--- src/rtl/t07_button_conditioner.sv ---
// Button conditioner: per-button 2-flop synchronizer, debounce FSM with
// counter, and hold-to-repeat timer. All outputs come straight from flops.
module t07_button_conditioner #(
  parameter int unsigned N_BTN         = 6,
  parameter int unsigned DB_LIMIT      = 50000,
  parameter int unsigned REPEAT_DELAY  = 5000000,
  parameter int unsigned REPEAT_PERIOD = 1000000
) (
  input  logic             clk,
  input  logic             nrst,
  input  logic             en,
  input  logic [N_BTN-1:0] button_raw,
  output logic [N_BTN-1:0] button_level,
  output logic [N_BTN-1:0] button_press,
  output logic [N_BTN-1:0] button_release,
  output logic [N_BTN-1:0] button_repeat,
  output logic             any_press
);

  localparam int unsigned DbW    = $clog2(DB_LIMIT + 1);
  localparam int unsigned RepMax = (REPEAT_DELAY > REPEAT_PERIOD) ? REPEAT_DELAY : REPEAT_PERIOD;
  localparam int unsigned RepW   = $clog2(RepMax + 1);
  localparam bit          RepEnable = (REPEAT_DELAY != 0);

  // Counter value that means "this disagreeing cycle is the DB_LIMIT-th one"
  localparam logic [DbW-1:0]  DbLast     = DbW'(DB_LIMIT - 1);
  // Timer counts down to zero; loading N-1 makes expiry land N edges later
  localparam logic [RepW-1:0] DelayLoad  = RepW'(RepEnable ? REPEAT_DELAY - 1 : 0);
  localparam logic [RepW-1:0] PeriodLoad = RepW'(REPEAT_PERIOD - 1);

  // Bit 1 of the encoding is the debounced level
  typedef enum logic [1:0] {
    StIdle           = 2'b00,
    StConfirmPress   = 2'b01,
    StHeld           = 2'b10,
    StConfirmRelease = 2'b11
  } state_e;

  state_e            state_q  [N_BTN];
  state_e            state_d  [N_BTN];
  logic [DbW-1:0]    db_cnt_q [N_BTN];
  logic [DbW-1:0]    db_cnt_d [N_BTN];
  logic [RepW-1:0]   rep_q    [N_BTN];
  logic [RepW-1:0]   rep_d    [N_BTN];

  logic [N_BTN-1:0]  sync1_q, sync2_q;
  logic [N_BTN-1:0]  level;
  logic [N_BTN-1:0]  press_q, press_d;
  logic [N_BTN-1:0]  release_q, release_d;
  logic [N_BTN-1:0]  repeat_q, repeat_d;
  logic              any_q, any_d;

  // Synchronizers sample continuously, independent of en
  always_ff @(posedge clk or negedge nrst) begin
    if (!nrst) begin
      sync1_q <= '0;
      sync2_q <= '0;
    end else begin
      sync1_q <= button_raw;
      sync2_q <= sync1_q;
    end
  end

  // Debounced level decoded from the state register
  always_comb begin
    level = '0;
    for (int i = 0; i < N_BTN; i++) begin
      level[i] = (state_q[i] == StHeld) || (state_q[i] == StConfirmRelease);
    end
  end

  // Next-state: debounce FSM, edge pulses and repeat timer per button
  always_comb begin
    press_d   = '0;
    release_d = '0;
    repeat_d  = '0;
    for (int i = 0; i < N_BTN; i++) begin
      state_d[i]  = state_q[i];
      db_cnt_d[i] = db_cnt_q[i];
      rep_d[i]    = rep_q[i];

      unique case (state_q[i])
        StIdle, StConfirmPress: begin
          if (sync2_q[i]) begin
            if (db_cnt_q[i] == DbLast) begin
              state_d[i]  = StHeld;
              db_cnt_d[i] = '0;
              press_d[i]  = 1'b1;
            end else begin
              state_d[i]  = StConfirmPress;
              db_cnt_d[i] = db_cnt_q[i] + DbW'(1);
            end
          end else begin
            state_d[i]  = StIdle;
            db_cnt_d[i] = '0;
          end
        end
        StHeld, StConfirmRelease: begin
          if (!sync2_q[i]) begin
            if (db_cnt_q[i] == DbLast) begin
              state_d[i]   = StIdle;
              db_cnt_d[i]  = '0;
              release_d[i] = 1'b1;
            end else begin
              state_d[i]  = StConfirmRelease;
              db_cnt_d[i] = db_cnt_q[i] + DbW'(1);
            end
          end else begin
            state_d[i]  = StHeld;
            db_cnt_d[i] = '0;
          end
        end
        default: begin
          state_d[i]  = StIdle;
          db_cnt_d[i] = '0;
        end
      endcase

      // A release on the expiry edge wins; the repeat is dropped
      if (press_d[i]) begin
        rep_d[i] = DelayLoad;
      end else if (release_d[i] || !level[i]) begin
        rep_d[i] = '0;
      end else if (RepEnable) begin
        if (rep_q[i] == '0) begin
          repeat_d[i] = 1'b1;
          rep_d[i]    = PeriodLoad;
        end else begin
          rep_d[i] = rep_q[i] - RepW'(1);
        end
      end

      if (!en) begin
        state_d[i]  = StIdle;
        db_cnt_d[i] = '0;
        rep_d[i]    = '0;
      end
    end

    if (!en) begin
      press_d   = '0;
      release_d = '0;
      repeat_d  = '0;
    end
    any_d = |(press_d | repeat_d);
  end

  // State, counters and registered pulses
  always_ff @(posedge clk or negedge nrst) begin
    if (!nrst) begin
      for (int i = 0; i < N_BTN; i++) begin
        state_q[i]  <= StIdle;
        db_cnt_q[i] <= '0;
        rep_q[i]    <= '0;
      end
      press_q   <= '0;
      release_q <= '0;
      repeat_q  <= '0;
      any_q     <= 1'b0;
    end else begin
      for (int i = 0; i < N_BTN; i++) begin
        state_q[i]  <= state_d[i];
        db_cnt_q[i] <= db_cnt_d[i];
        rep_q[i]    <= rep_d[i];
      end
      press_q   <= press_d;
      release_q <= release_d;
      repeat_q  <= repeat_d;
      any_q     <= any_d;
    end
  end

  assign button_level   = level;
  assign button_press   = press_q;
  assign button_release = release_q;
  assign button_repeat  = repeat_q;
  assign any_press      = any_q;

endmodule

--- config.mk ---
export PLATFORM = sky130hd
export DESIGN_NAME = t07_button_conditioner
export DESIGN_NICKNAME = d
export VERILOG_FILES = /design/src/rtl/t07_button_conditioner.sv
export SDC_FILE = /design/constraint.sdc
export NUM_CORES = 1
export LEC_CHECK = 0
export CORE_MARGIN = 8
export CORE_UTILIZATION = 60
export DETAILED_ROUTE_END_ITERATION = 8
export MAX_ROUTING_LAYER = met4
export PLACE_DENSITY = 0.82
export SYNTH_ARGS = -nofsm -noshare
export SYNTH_HDL_FRONTEND = slang
export SYNTH_SLANG_ARGS = --single-unit
--- constraint.sdc ---
create_clock -name clk -period 7 [get_ports clk]
set_input_delay 1.05 -clock clk [delete_from_list [all_inputs] [get_ports clk]]
set_output_delay 1.05 -clock clk [all_outputs]
set_load 0.005 [all_outputs]
==> results_dict.tcl <==
set metrics [dict create \
    outcome "completed" \
    fmax_mhz 348 \
    cp.arrival_ps 3320 \
    chipWidth_um 162 \
    io_pins 34 \
    layout_commonest_cell "dfrtp_1" \
    numCtsBuffers 28 \
    finalCriticalPeriod_ps 2880 \
    core_mm2 0.0210 \
    nNetsFinal 1340 \
    clk_transition_reported_paths_ps 60 \
    place_congestion 0.853 \
    dieArea_mm2 0.0263 \
    htree_levels 1 \
    critPathLaunch "en" \
    diodes 0 \
    drc 0 \
    ys_ff_latch 271 \
    syn_avg_cell_area_um2 10.1 \
    finalPower_uw 3140 \
    reg2reg_depth 5 \
    whs_ps 346 \
    netlist_instances 1278 \
    finalCritPeriodShare_pct 41.1 \
    setup_viol 0 \
    grt_pass1_vias 9218 \
    critPathRequiredTime_ps 7440 \
    clkSinkCount 271 \
    rsz0062_at_grt "no" \
    via_per_inst 5.73 \
    insertion_delay_ps 530 \
    p_per_area_mw_per_mm2 218 \
    netlist_area_mm2 0.0128 \
    relSlewSlack_pct 35.4 \
    async_reset_ff_share_pct 100 \
    reg2reg_slack_ps 4230 \
    final_cell_mix "dfrtp_1, nor2_1, xnor2_1, xor2_1, o21ai_0" \
    synth_fp_nets 1305 \
    grt_usage_pct 19.9 \
    slew_violations 0 \
    dp_hpwl_mm 16.5 \
    io_buffers 33 \
    overflow 0 \
    timing.rr.start "db_cnt_q[37]" \
    yosys_warnings 0 \
    post_cts_resized 0 \
    first_iter_violations 610 \
    cap_viol_max_count 0 \
    dr.pass1.iters 5 \
    skew_ps 8.48 \
    hp-class "flip-flop to flip-flop" \
    initial_core_util_pct 61.1 \
    worst_setup_path_end_kind "flip-flop" \
    p_leak_uw 0.00716 \
    vias 9230 \
    crit_type "primary input to flip-flop" \
    syn_to_final_growth_pct 11.9 \
    seq_area_mm2 0.00678 \
    avgRoutedWirePerCell_um 15.6 \
    clock-root-buffer "clkbuf_16" \
    cts_tree "done" \
    tightest_slew_ps 965 \
    crit_path_max_fanout 24 \
    ys_types 56 \
    setup_tns_ps 0 \
    finalHoldViolCount 0 \
    hold_buffers 0 \
    final_layout_size_suffix_gt1_share_pct 4.79 \
    wirelength_mm 25.0 \
    die_y_um 162 \
    yosysSeqAreaShare_pct 52.8 \
    antenna_found_initial 0 \
    grt_max_degree 175 \
    multi_input_area_mm2 0.00578 \
    rows 53 \
    ys.flop_type "dfrtp_1" \
    r2r-end "rep_q[57]" \
    cts_max_path_buffers 3 \
    fillers 1514 \
    synth_edf_count 0 \
    vdd_drop_max_uv 193 \
    startpoint_type "primary input" \
    cp-endpoint "rep_q[57]" \
    utilization_pct 68.4 \
    ant_nets 0 \
    grt_pass1_wl_mm 43.5 \
    postCtsSetupBuffers 0 \
]
[sequential cells by signal (all words and copies together), names as in the netlist]
register and count:
button_release 6, sync2_q 6, sync1_q 6, rep_q 138, button_repeat 6, state_q 6
any_press 1, button_press 6, db_cnt_q 96
[cells in the mapped netlist, types with 23 or more instances]
library cell | number | share of area, %
dfrtp_1 | 271 | 53
inv_1 | 40 | 1.2
or3_1 | 26 | 1.3
a21oi_1 | 28 | 1.1
nor3_1 | 60 | 2.3
nor2_1 | 198 | 5.8
nand4_1 | 31 | 1.5
xnor2_1 | 113 | 7.7
nor4_1 | 32 | 1.6
clkbuf_1 | 23 | 0.67
nand2_1 | 67 | 2.0
o21ai_0 | 70 | 2.7
nand3_1 | 62 | 2.4
xor2_1 | 89 | 6.1
[worst min-delay path by stage]
stage	endpoint	cells after the start	start
after floorplan	sync2_q[0]	0	sync1_q[0]
after global placement	sync2_q[3]	0	sync1_q[3]
after detailed placement	sync2_q[3]	0	sync1_q[3]
after CTS	sync2_q[3]	0	sync1_q[3]
after global routing	sync2_q[5]	0	sync1_q[5]
final	sync2_q[3]	0	sync1_q[3]
[critical path, cell delays in order]
cell,delay (ps)
clkdlybuf4s50_1,470
buf_4,290
inv_1,200
or3_1,610
nand2b_1,400
o21ai_0,270
[cell type report]
cell class / instances / share of cell area [%]
Inverter: 40 / 1.04
Sequential cell: 271 / 47.2
Clock buffer: 41 / 5.64
Clock inverter: 11 / 0.923
Tap cell: 275 / 2.39
Timing Repair Buffer: 36 / 2.58
Multi-Input combinational cell: 936 / 40.2
[report_power, final]
part | switching [uW] | internal, uW | total, uW
clock network | 591 | 911 | 1500
registers | 6.37 | 1570 | 1580
logic | 43.3 | 10.2 | 53.6
total | 641 | 2490 | 3140
[cell families (layout without fill, tap and decap cells)]
kind of cell | Yosys count | in the layout | share of synthesized area [%]
flops | 271 | 271 | 52.8
simple gates | 587 | 587 | 23.7
mux | 4 | 4 | 0.331
compound gates | 125 | 125 | 5.45
xor+xnor | 202 | 202 | 13.8
buf+inv | 71 | 128 | 2.20
fa+ha+maj | 18 | 18 | 1.75
[per-stage QoR]
| step | std cells | setup slack [ps] | instance area (um2) |
|---|---|---|---|
| floorplan | 1278 | 4720 | 12800 |
| global placement | 1558 | 3690 | 13400 |
| detailed placement | 1558 | 3620 | 13400 |
| CTS | 1610 | 4140 | 14400 |
| global route | 1610 | 3950 | 14400 |
| finish | 1610 | 4120 | 14400 |
[layer usage]
metal	share of wire, %	routed length (um)	vias up	GRT usage, %
met5	0	0	-	-
met3	3.2	804	48	2.76
li1	-	-	4484	-
met2	48	12000	156	32.0
met4	2.4	611	0	5.51
met1	47	11600	4542	26.2
Note: power is estimated with default switching activity, not from simulation.
